<file path="src/rtl/ram_ctrl_pkg.sv">
// Shared definitions for the two-port RAM access arbiter.
// Includes the FSM state encoding and the fixed geometry of the 8-row RAM.
package ram_ctrl_pkg;

    typedef enum logic [1:0] {
        IDLE   = 2'b00,
        ACCESS = 2'b01,
        ACK    = 2'b10
    } state_e;

    localparam int RAM_ADDR_W = 3;
    localparam int RAM_ROWS   = 8;

endpackage

</file>
<file path="src/rtl/rr_arbiter2.sv">
// Two-requester round-robin arbiter.
// The grant is combinational. A registered last-winner pointer breaks ties.
module rr_arbiter2 (
    input  logic       CLK,
    input  logic       Reset,
    input  logic [1:0] Req,
    input  logic       Update,
    output logic [1:0] Grant
);

    logic last_q;
    logic last_d;

    // On a tie, the port that did not win last time is granted.
    always_comb begin
        Grant = 2'b00;
        case (Req)
            2'b01:   Grant = 2'b01;
            2'b10:   Grant = 2'b10;
            2'b11:   Grant = last_q ? 2'b01 : 2'b10;
            default: Grant = 2'b00;
        endcase
    end

    always_comb begin
        last_d = last_q;
        if (Update && (Grant != 2'b00)) begin
            last_d = Grant[1];
        end
    end

    // Reset to "port 1 won last" so that port 0 wins the first tie.
    always_ff @(posedge CLK or negedge Reset) begin
        if (!Reset) begin
            last_q <= 1'b1;
        end else begin
            last_q <= last_d;
        end
    end

endmodule

</file>
<file path="src/rtl/ram_access_arbiter.sv">
// Shares one 8-row RAM between two req/ack clients.
// Each access is a three-cycle sequence: IDLE (grant), ACCESS (pins driven), ACK (pulse).
module ram_access_arbiter
    import ram_ctrl_pkg::*;
#(
    parameter int WIDTH  = 8,
    parameter int ADDR_W = RAM_ADDR_W
) (
    input  logic              CLK,
    input  logic              Reset,
    input  logic              Req0,
    input  logic              Wr0,
    input  logic [ADDR_W-1:0] Addr0,
    input  logic [WIDTH-1:0]  WData0,
    output logic              Ack0,
    output logic [WIDTH-1:0]  RData0,
    input  logic              Req1,
    input  logic              Wr1,
    input  logic [ADDR_W-1:0] Addr1,
    input  logic [WIDTH-1:0]  WData1,
    output logic              Ack1,
    output logic [WIDTH-1:0]  RData1,
    output logic              RamCS,
    output logic              RamRWS,
    output logic [ADDR_W-1:0] RamAddress,
    output logic [WIDTH-1:0]  RamDataIn,
    input  logic [WIDTH-1:0]  RamDataOut
);

    state_e            state_q;
    logic              gnt_q;
    logic              cs_q;
    logic              rws_q;
    logic [ADDR_W-1:0] addr_q;
    logic [WIDTH-1:0]  din_q;
    logic              ack0_q;
    logic              ack1_q;
    logic [WIDTH-1:0]  rdata0_q;
    logic [WIDTH-1:0]  rdata1_q;

    logic [1:0]        arb_req;
    logic [1:0]        arb_grant;
    logic              arb_update;
    logic              sel_wr;
    logic [ADDR_W-1:0] sel_addr;
    logic [WIDTH-1:0]  sel_wdata;

    // In ACK the arbiter sees only the granted port, so its pointer records that port.
    assign arb_req    = (state_q == ACK) ? {gnt_q, ~gnt_q} : {Req1, Req0};
    assign arb_update = (state_q == ACK);

    rr_arbiter2 u_arb (
        .CLK    (CLK),
        .Reset  (Reset),
        .Req    (arb_req),
        .Update (arb_update),
        .Grant  (arb_grant)
    );

    assign sel_wr    = arb_grant[1] ? Wr1    : Wr0;
    assign sel_addr  = arb_grant[1] ? Addr1  : Addr0;
    assign sel_wdata = arb_grant[1] ? WData1 : WData0;

    // The RAM pin registers double as the registered command of the access in flight.
    always_ff @(posedge CLK or negedge Reset) begin
        if (!Reset) begin
            state_q  <= IDLE;
            gnt_q    <= 1'b0;
            cs_q     <= 1'b0;
            rws_q    <= 1'b0;
            addr_q   <= '0;
            din_q    <= '0;
            ack0_q   <= 1'b0;
            ack1_q   <= 1'b0;
            rdata0_q <= '0;
            rdata1_q <= '0;
        end else begin
            case (state_q)
                IDLE: begin
                    if (arb_grant != 2'b00) begin
                        gnt_q   <= arb_grant[1];
                        cs_q    <= 1'b1;
                        rws_q   <= sel_wr;
                        addr_q  <= sel_addr;
                        din_q   <= sel_wr ? sel_wdata : '0;
                        state_q <= ACCESS;
                    end
                end
                ACCESS: begin
                    if (!rws_q) begin
                        if (gnt_q) begin
                            rdata1_q <= RamDataOut;
                        end else begin
                            rdata0_q <= RamDataOut;
                        end
                    end
                    cs_q    <= 1'b0;
                    rws_q   <= 1'b0;
                    addr_q  <= '0;
                    din_q   <= '0;
                    ack0_q  <= ~gnt_q;
                    ack1_q  <= gnt_q;
                    state_q <= ACK;
                end
                ACK: begin
                    ack0_q  <= 1'b0;
                    ack1_q  <= 1'b0;
                    state_q <= IDLE;
                end
                default: begin
                    state_q <= IDLE;
                end
            endcase
        end
    end

    assign RamCS      = cs_q;
    assign RamRWS     = rws_q;
    assign RamAddress = addr_q;
    assign RamDataIn  = din_q;
    assign Ack0       = ack0_q;
    assign Ack1       = ack1_q;
    assign RData0     = rdata0_q;
    assign RData1     = rdata1_q;

endmodule
</file>
<file path="config.mk">
export PLATFORM = sky130hd
export DESIGN_NAME = ram_access_arbiter
export DESIGN_NICKNAME = d
export VERILOG_FILES = /design/src/rtl/ram_ctrl_pkg.sv /design/src/rtl/rr_arbiter2.sv /design/src/rtl/ram_access_arbiter.sv
export SDC_FILE = /design/constraint.sdc
export NUM_CORES = 1
export LEC_CHECK = 0
export BUFFER_PORTS_ARGS = -buffer_cell sky130_fd_sc_hd__buf_2
export CAP_MARGIN = 20
export CORE_MARGIN = 2
export CORE_UTILIZATION = 43
export CTS_CLUSTER_SIZE = 20
export DETAILED_ROUTE_END_ITERATION = 10
export GPL_ROUTABILITY_DRIVEN = 0
export PLACE_DENSITY = 0.8
export SLEW_MARGIN = 25
export SYNTH_ARGS = -nofsm -noshare
export SYNTH_HDL_FRONTEND = slang
export SYNTH_HIERARCHICAL = 1
export SYNTH_SLANG_ARGS = --single-unit
</file>
<file path="constraint.sdc">
create_clock -name CLK -period 2.1 [get_ports CLK]
set_input_delay 0.105 -clock CLK [delete_from_list [all_inputs] [get_ports CLK]]
set_output_delay 0.105 -clock CLK [all_outputs]
set_load 0.005 [all_outputs]
</file>
Yosys cells after proc, flatten, opt, wreduce, memory -nomap -nowiden --
Cells that the tools add are included.
Storage, ports and cells: register bits after elaboration 35, input bits 36, output and inout bits 31, logic and storage cells 47
Operators by class: equal/unequal tests 6, mux-type cells 19, bitwise gates (word level) 2, reduce and logical (&&, ||, !) cells 9
Operators by type and width (count):
- $mux 8 | 3
- $pmux 8 s2 | 1
- $pmux 1 s2 | 4
- $eq 2x2->1 const B | 3
- $mux 2 | 3
- $mux 3 | 2
- $pmux 2 s3 | 1
- $pmux 3 s2 | 1
- $reduce_and 3->1 | 2
- $reduce_bool 2->1 | 3
- $eq 2x1->1 const B | 2
- $pmux 2 s2 | 1
- $reduce_and 2->1 | 2
- $mux 1 | 3
- $logic_not 2->1 | 1
- $ne 2x2->1 const B | 1
- $not 1->1 | 2
- $logic_and 1x1->1 | 1

Longest topological paths before layout --
Gate-level depths: netlist (run 1).
depth after elaboration 8, depth in mapped cells 9, depth with buffers taken out 7

Modules after synthesis --
Netlist (run 1), hierarchy kept.
Modules (own cells, without submodules):
- ram_access_arbiter | instances 1, cells each 115, area each 1626.6 um2, sequential area each 850.8 um2
- rr_arbiter2 | instances 1, cells each 6, area each 56.3 um2, sequential area each 26.3 um2

Worst setup path before layout (run 1) --
OpenSTA, ideal clock, no wires.
path type reg2reg, start point register state_q[0], end point register state_q[0], setup time 0.125 ns, arrival time 2.156 ns, required time 1.975 ns, path slack -0.181 ns, stages on the path, launching flop included 9, buffers on the path 2, clock period less this slack 2.281 ns, path through dfrtp_1 > inv_1 > ha_1 > mux2_2 > a21boi_0 > buf_4 > nor3b_4 > buf_4 > mux2_2
On the way: word-level cells in the longest chain between the ends 6, elaborated cells between the ends (all ways) 11, classes of those cells eq/ne: 6; mux: 3; reduce/logical: 2
Ends and longest elaborated chain:
- start, declared | line ram_access_arbiter.sv:30 | state_e state_q;
- start signal, assigned | line ram_access_arbiter.sv:67 | state_q <= IDLE;
- start signal, assigned | line ram_access_arbiter.sv:86 | state_q <= ACCESS;
- start signal, assigned | line ram_access_arbiter.sv:103 | state_q <= ACK;
- $eq 2x2->1 *
- named net arb_update | line ram_access_arbiter.sv:43 | logic arb_update;
- $mux 2 * | line ram_access_arbiter.sv:49 | assign arb_req = (state_q == ACK) ? {gnt_q, ~gnt_q} : {Req1, Req0};
- named net arb_req[1] | line ram_access_arbiter.sv:41 | logic [1:0] arb_req;
- $eq 2x2->1 / $eq 2x1->1 (equally long branches) | line rr_arbiter2.sv:17 | case (Req)
- $pmux 2 s3 * | line rr_arbiter2.sv:17
- named net arb_grant[1] | line ram_access_arbiter.sv:42 | logic [1:0] arb_grant;
- $reduce_bool 2->1 * | line ram_access_arbiter.sv:80 | if (arb_grant != 2'b00) begin
- $ne 2x2->1 (no source line) *
The timed path passes the listed nets; every way through them passes the cells marked *. A chain may end at the register's enable or synchronous reset.

Worst setup path in the final report (run 1) --
start point register state_q[0], end point register din_q[5], in the netlist RamDataIn[5]
On the way: word-level cells in the longest chain between the ends 8, elaborated cells between the ends (all ways) 17, classes of those cells eq/ne: 6; mux: 7; reduce/logical: 4
Ends and longest elaborated chain:
- $eq 2x2->1 *
- named net arb_update | line ram_access_arbiter.sv:43
- $mux 2 * | line ram_access_arbiter.sv:49
- named net arb_req[1] | line ram_access_arbiter.sv:41
- $eq 2x2->1 / $eq 2x1->1 (equally long branches) | line rr_arbiter2.sv:17
- $pmux 2 s3 * | line rr_arbiter2.sv:17
- named net arb_grant[1] | line ram_access_arbiter.sv:42
- $mux 8 / $mux 1 (equally long branches) | line ram_access_arbiter.sv:62, ram_access_arbiter.sv:60
- $mux 8 | line ram_access_arbiter.sv:85 | din_q <= sel_wr ? sel_wdata : '0;
- $mux 8 | line ram_access_arbiter.sv:80
- $pmux 8 s2 | line ram_access_arbiter.sv:78 | case (state_q)
- end signal, assigned | line ram_access_arbiter.sv:85
- end, declared | line ram_access_arbiter.sv:35 | logic [WIDTH-1:0] din_q;
The timed path passes the listed nets; every way through them passes the cells marked *. The select of a mux whose other input is x is not followed.

==> results of run 1 <==
worst paths after layout:
check | start | endpoint | slack (ns) | cells after the start
setup reg to reg | state_q[0] | RamDataIn[5] | 0.04 | 9
hold / removal | RamDataOut[5] | RData1[5] | 0.08 | 2
hold reg to reg | RData1[4] | RData1[4] | 0.50 | 1
max in group asynchronous | Reset | RamAddress[0] | 1.17 | 2
min in group asynchronous | Reset | RamDataIn[7] | 0.44 | 2
setup / recovery | state_q[0] | RamDataIn[5] | 0.04 | 9
cell families (layout without fill, tap and decap cells):
logic type      after synthesis  in the layout  synth area share
flops                        35             35             0.521
mux                          32             32             0.229
compound gates               24             24             0.108
simple gates                 13             13            0.0699
buf+inv                      12             99            0.0349
fa+ha+maj                     5              5            0.0372
critical path, stage by stage (launching register included):
cell,delay (ns)
dfrtp_1,0.38
inv_2,0.06
ha_4,0.17
mux2_4,0.22
a21boi_4,0.28
buf_6,0.14
nor3b_2,0.03
buf_4,0.16
a22o_2,0.26
mux2_4,0.25
final cells by class:
| class | instances | area (sq um) |
|---|---|---|
| Inverter | 7 | 26.3 |
| Timing Repair Buffer | 85 | 492 |
| Multi-Input combinational cell | 74 | 783 |
| Fill cell | 294 | 1390 |
| Clock inverter | 1 | 5.00 |
| Sequential cell | 35 | 877 |
| Tap cell | 48 | 60.1 |
| Clock buffer | 6 | 82.6 |
stage by stage:
| stage | instance area [sq um] | setup TNS (ns) | setup WS (ns) | power, mW | hold WS (ns) |
|---|---|---|---|---|---|
| 6_report | 2330 | 0 | 0.0440 | 3.53 | 0.0764 |
| 3_3_place_gp | 2160 | 0 | 0.0270 | 2.89 | 0.221 |
| 4_1_cts | 2280 | -0.0714 | -0.0186 | 3.44 | 0.0696 |
| 5_1_grt | 2330 | -0.612 | -0.0710 | 3.80 | 0.0632 |
| 3_5_place_dp | 2160 | -0.325 | -0.0447 | 2.97 | 0.218 |
| 2_1_floorplan | 1700 | 0 | 0.00447 | 2.28 | -0.191 |
report_power, final:
group          total (mW)  switching [mW]  internal (mW)
combinational        1.89           0.787           1.10
clock               0.468           0.211          0.257
sequential           1.17           0.177          0.993
total                3.53            1.18           2.35
state kept, by name, indices dropped and copies added (netlist names):
name	cells
RamRWS	1
RData0	8
state_q	2
Ack0	1
u_arb/last_q	1
RamDataIn	8
Ack1	1
RamAddress	3
gnt_q	1
RamCS	1
RData1	8
repair_timing:
item | CTS | global route
pin swaps | 3 | 2
endpoints found under the setup margin | 10 | 15
hold buffers | 1 | 0
endpoints found under the hold margin | 34 | 0
resized for setup | 2 | 5
buffers inserted | 5 | 3
cell usage after synthesis (all sizes together):
| cell | instances | area, sq um |
|---|---|---|
| nor3b | 3 | 50.1 |
| a31oi | 1 | 6.26 |
| mux2 | 28 | 345 |
| a21oi | 3 | 15.0 |
| a22o | 8 | 77.6 |
| a21boi | 2 | 15.0 |
| inv | 7 | 26.3 |
| o21ai | 5 | 25.0 |
| o32ai | 1 | 8.76 |
| mux2i | 4 | 40.0 |
| nand3 | 2 | 10.0 |
| ha | 5 | 62.6 |
| o31ai | 1 | 7.51 |
| o41ai | 3 | 26.3 |
| buf | 4 | 27.5 |
| nand3b | 2 | 15.0 |
| and3b | 2 | 17.5 |
| dfstp | 1 | 26.3 |
| nor2 | 3 | 21.3 |
| clkbuf | 1 | 5.00 |
| dfrtp | 34 | 851 |
| nand2 | 1 | 3.75 |
layer usage:
metal / GRT usage / routed length, um
met1: 0.213 / 1490
met2: 0.313 / 1960
met3: 0.0372 / 170
met4: 0.0434 / 0
met5: 0 / 0
==> impl_metrics.toml, run 1 <==
[status]
run_status = "finished clean"

[global_routing]
globalRouteOverflowTotal = 0
gr-usage-all-layers = 0.175
grt_antenna_before_repair = 0
grt_pass1_vias = 1331
grt_max_degree = 36
grt_pass1_wl_um = 5860

[floorplan]
row_count = 22
dieWidth_um = 66.6
start_util = 0.453
die_area_sq_um = 4430
dieHeight_um = 66.6
core_sq_um = 3720
ios = 67

[clock_network]
cts-buffers-inserted = 5
path_clk_slew_ns = 0.07
cts-root-buf = "clkbuf_8"
cts_tree = "done"
clk_latency_ns = 0.27
clockBufferDepth = 2
h-tree-depth = 2
clock_sinks = 35

[cells_and_area]
syn_to_final_growth_pct = 38.2
post-route-util = 0.626
drive_above_1_share = 0.659
final_common_cell = "buf_2"
diodes = 0
post_layout_nonfiller_instances = 256
final_cell_mix = "66 x buf_2, 34 x dfrtp_1, 19 x mux2_2, 16 x buf_4, 9 x mux2_4"
nets = 249

[power]
power.density_nw_per_um2 = 1520
leakage_nw = 1.19
ir_drop_mv = 0.791

[timing]
skew_ns = 0.00303
slew-limit-headroom = 0.493
worstMarginPinSlew_ns = 0.760
slew_violations = 0
period_needed_ns = 2.06
fmax_ghz = 0.486
rsz0062_at_grt = "true"
final-setup-viol-count = 0
hold_viol_final = 0
period_share = 0.979

[hold_path]
hp-class = "in2reg"

[worst_setup_path]
setup.worst_path.class = "reg2reg"
crit_fanout = 7
cp-start-kind = "register"
cp-end-kind = "register"
worstPathArrival_ns = 2.21
worstPathRequired_ns = 2.26

[route]
wire_per_inst_um = 14.1
avgViaCountPerCell = 5.05
drc = 0
totalWireLength_um = 3620
drt_iter0_markers = 53
via_count = 1292
first_pass_iters = 4
ant_nets = 0

[yosys]
syn_inst = 121
synthDistinctLibCells = 29
synth_fp_nets = 162
synth_seq_area_share = 0.521
syn_area_sq_um = 1680
avgSynthCellArea_sq_um = 13.9
yosysWarnings = 6
ys_ff_latch = 35

[run]
cap_violations = 0

[placement]
place_inst = 242
hpwl_um = 2750
numPortBuffers = 66
Note: power is estimated with default switching activity, not from simulation.
==> inputs of run 2 (changes only) <==
--- a/config.mk
+++ b/config.mk
@@ -7,6 +7,7 @@
 export LEC_CHECK = 0
 export BUFFER_PORTS_ARGS = -buffer_cell sky130_fd_sc_hd__buf_2
 export CAP_MARGIN = 20
+export CORE_ASPECT_RATIO = 1.4
 export CORE_MARGIN = 2
 export CORE_UTILIZATION = 43
 export CTS_CLUSTER_SIZE = 20
==> impl_metrics.toml, run 2 (same netlist as run 1, synthesis figures left out) <==
[timing]
final-setup-viol-count = 0
period_needed_ns = 2.08
rsz0062_at_grt = "true"
worst_hold_slack_ns = 0.0715
slew_violations = 0
skew_ns = 0.00303
fmax_ghz = 0.480
slew-limit-headroom = 0.486
period_share = 0.993
fin_ws_ns = 0.0154
worstMarginPinSlew_ns = 0.771
hold_viol_final = 0

[clock_network]
clockBufferDepth = 2
cts-root-buf = "clkbuf_8"
h-tree-depth = 2
clk_latency_ns = 0.28
cts_tree = "done"
path_clk_slew_ns = 0.06
clock_sinks = 35
cts-buffers-inserted = 5

[floorplan]
row_count = 26
start_util = 0.454
dieWidth_um = 56.9
core_sq_um = 3710
die_area_sq_um = 4440
dieHeight_um = 78.0
ios = 67

[power]
leakage_nw = 1.15
ir_drop_mv = 0.992
power.density_nw_per_um2 = 1500

[status]
run_status = "finished clean"

[cells_and_area]
post_layout_nonfiller_instances = 246
drive_above_1_share = 0.637
nets = 244
diodes = 0
final_cell_mix = "66 x buf_2, 34 x dfrtp_1, 19 x mux2_2, 12 x buf_4, 9 x mux2_4"
seq_area_sq_um = 877
multi_input_area_sq_um = 776
syn_to_final_growth_pct = 34.0
final_common_cell = "buf_2"
fill_cells = 316

[hold_path]
min_path_cells = 2
hp-class = "in2reg"

[worst_setup_path]
crit_fanout = 6
timing.critical_path.buf_inv = 3
worstPathRequired_ns = 2.26
setup.worst_path.class = "reg2reg"
cp_slowest_cell = "dfrtp_1"
reg2reg_depth = 8
cp-start-kind = "register"
crit_family = "multiplexers"
max_stage_delay_ns = 0.38
path_cells = "inv_2 > ha_4 > mux2_4 > a21boi_1 > buf_4 > nor3b_4 > buf_6 > mux2_2"
worst-path-stages = 8
cp-end-kind = "register"
worstPathArrival_ns = 2.25

[route]
ant_nets = 0
wire_per_inst_um = 14.5
via_count = 1234
totalWireLength_um = 3560
drc = 0
first_pass_iters = 2
avgViaCountPerCell = 5.02
drt_iter0_markers = 22

[global_routing]
grt_pass1_wl_um = 5870
globalRouteOverflowTotal = 0
grt_pass1_vias = 1290
gr-usage-all-layers = 0.168
grt_antenna_before_repair = 0
grt_max_degree = 36

[placement]
numPortBuffers = 66
place_inst = 234
pre_cts_slack_ns = -0.00990
hpwl_um = 2660

[run]
cap_violations = 0
run 2: cell count changes in the layout (fill, tap and decap cells not counted), sizes merged:
cell,change
clkbuf,+1
buf,-5
run 2: final cells by class:
cell class	count	area share
multi-input cells	74	0.344
well taps	42	0.0233
repair buffers	80	0.196
clock inverters	1	0.00222
clock buffers	7	0.0339
inverters	7	0.0117
flip-flops and latches	35	0.389
run 2: metal layers:
| layer | share of wire | track usage | up-vias |
|---|---|---|---|
| met5 | 0 | 0 | - |
| met4 | 0.0081 | 0.0465 | 0 |
| met3 | 0.037 | 0.0428 | 4 |
| met2 | 0.56 | 0.313 | 25 |
| met1 | 0.40 | 0.187 | 603 |
| li1 | - | - | 602 |
run 2: worst paths after layout:
check | from | endpoint | slack, ns
min in group asynchronous | Reset | RData0[4] | 0.44
setup reg to reg | state_q[0] | state_q[1] | 0.02
setup / recovery | state_q[0] | state_q[1] | 0.02
hold / removal | RamDataOut[1] | RData1[1] | 0.07
hold reg to reg | RData1[2] | RData1[2] | 0.50
max in group asynchronous | Reset | state_q[0] | 1.17
run 2: timing repair:
item                                    CTS  global route
pin swaps                                 1             2
setup buffers                             2             2
endpoints found under the setup margin    2            14
endpoints found under the hold margin    34             0
gates cloned                              0             0
resized for setup                         1             5
hold buffers                              1             0
run 2: per-stage QoR:
stage	cell area [sq um]	setup TNS [ns]	power (mW)	util
6_report	2250	0	3.38	0.608
5_1_grt	2250	-0.342	3.63	0.608
4_1_cts	2230	0	3.36	0.603
3_5_place_dp	2120	-0.0198	2.86	0.573
3_3_place_gp	2120	0	2.80	0.573
2_1_floorplan	1700	0	2.28	-
run 2: power breakdown:
part           switching (mW)  leakage, nW  internal (mW)
registers               0.170        0.429          0.992
clock network           0.221       0.0422          0.232
logic                   0.757        0.681           1.01
total                    1.15         1.15           2.23
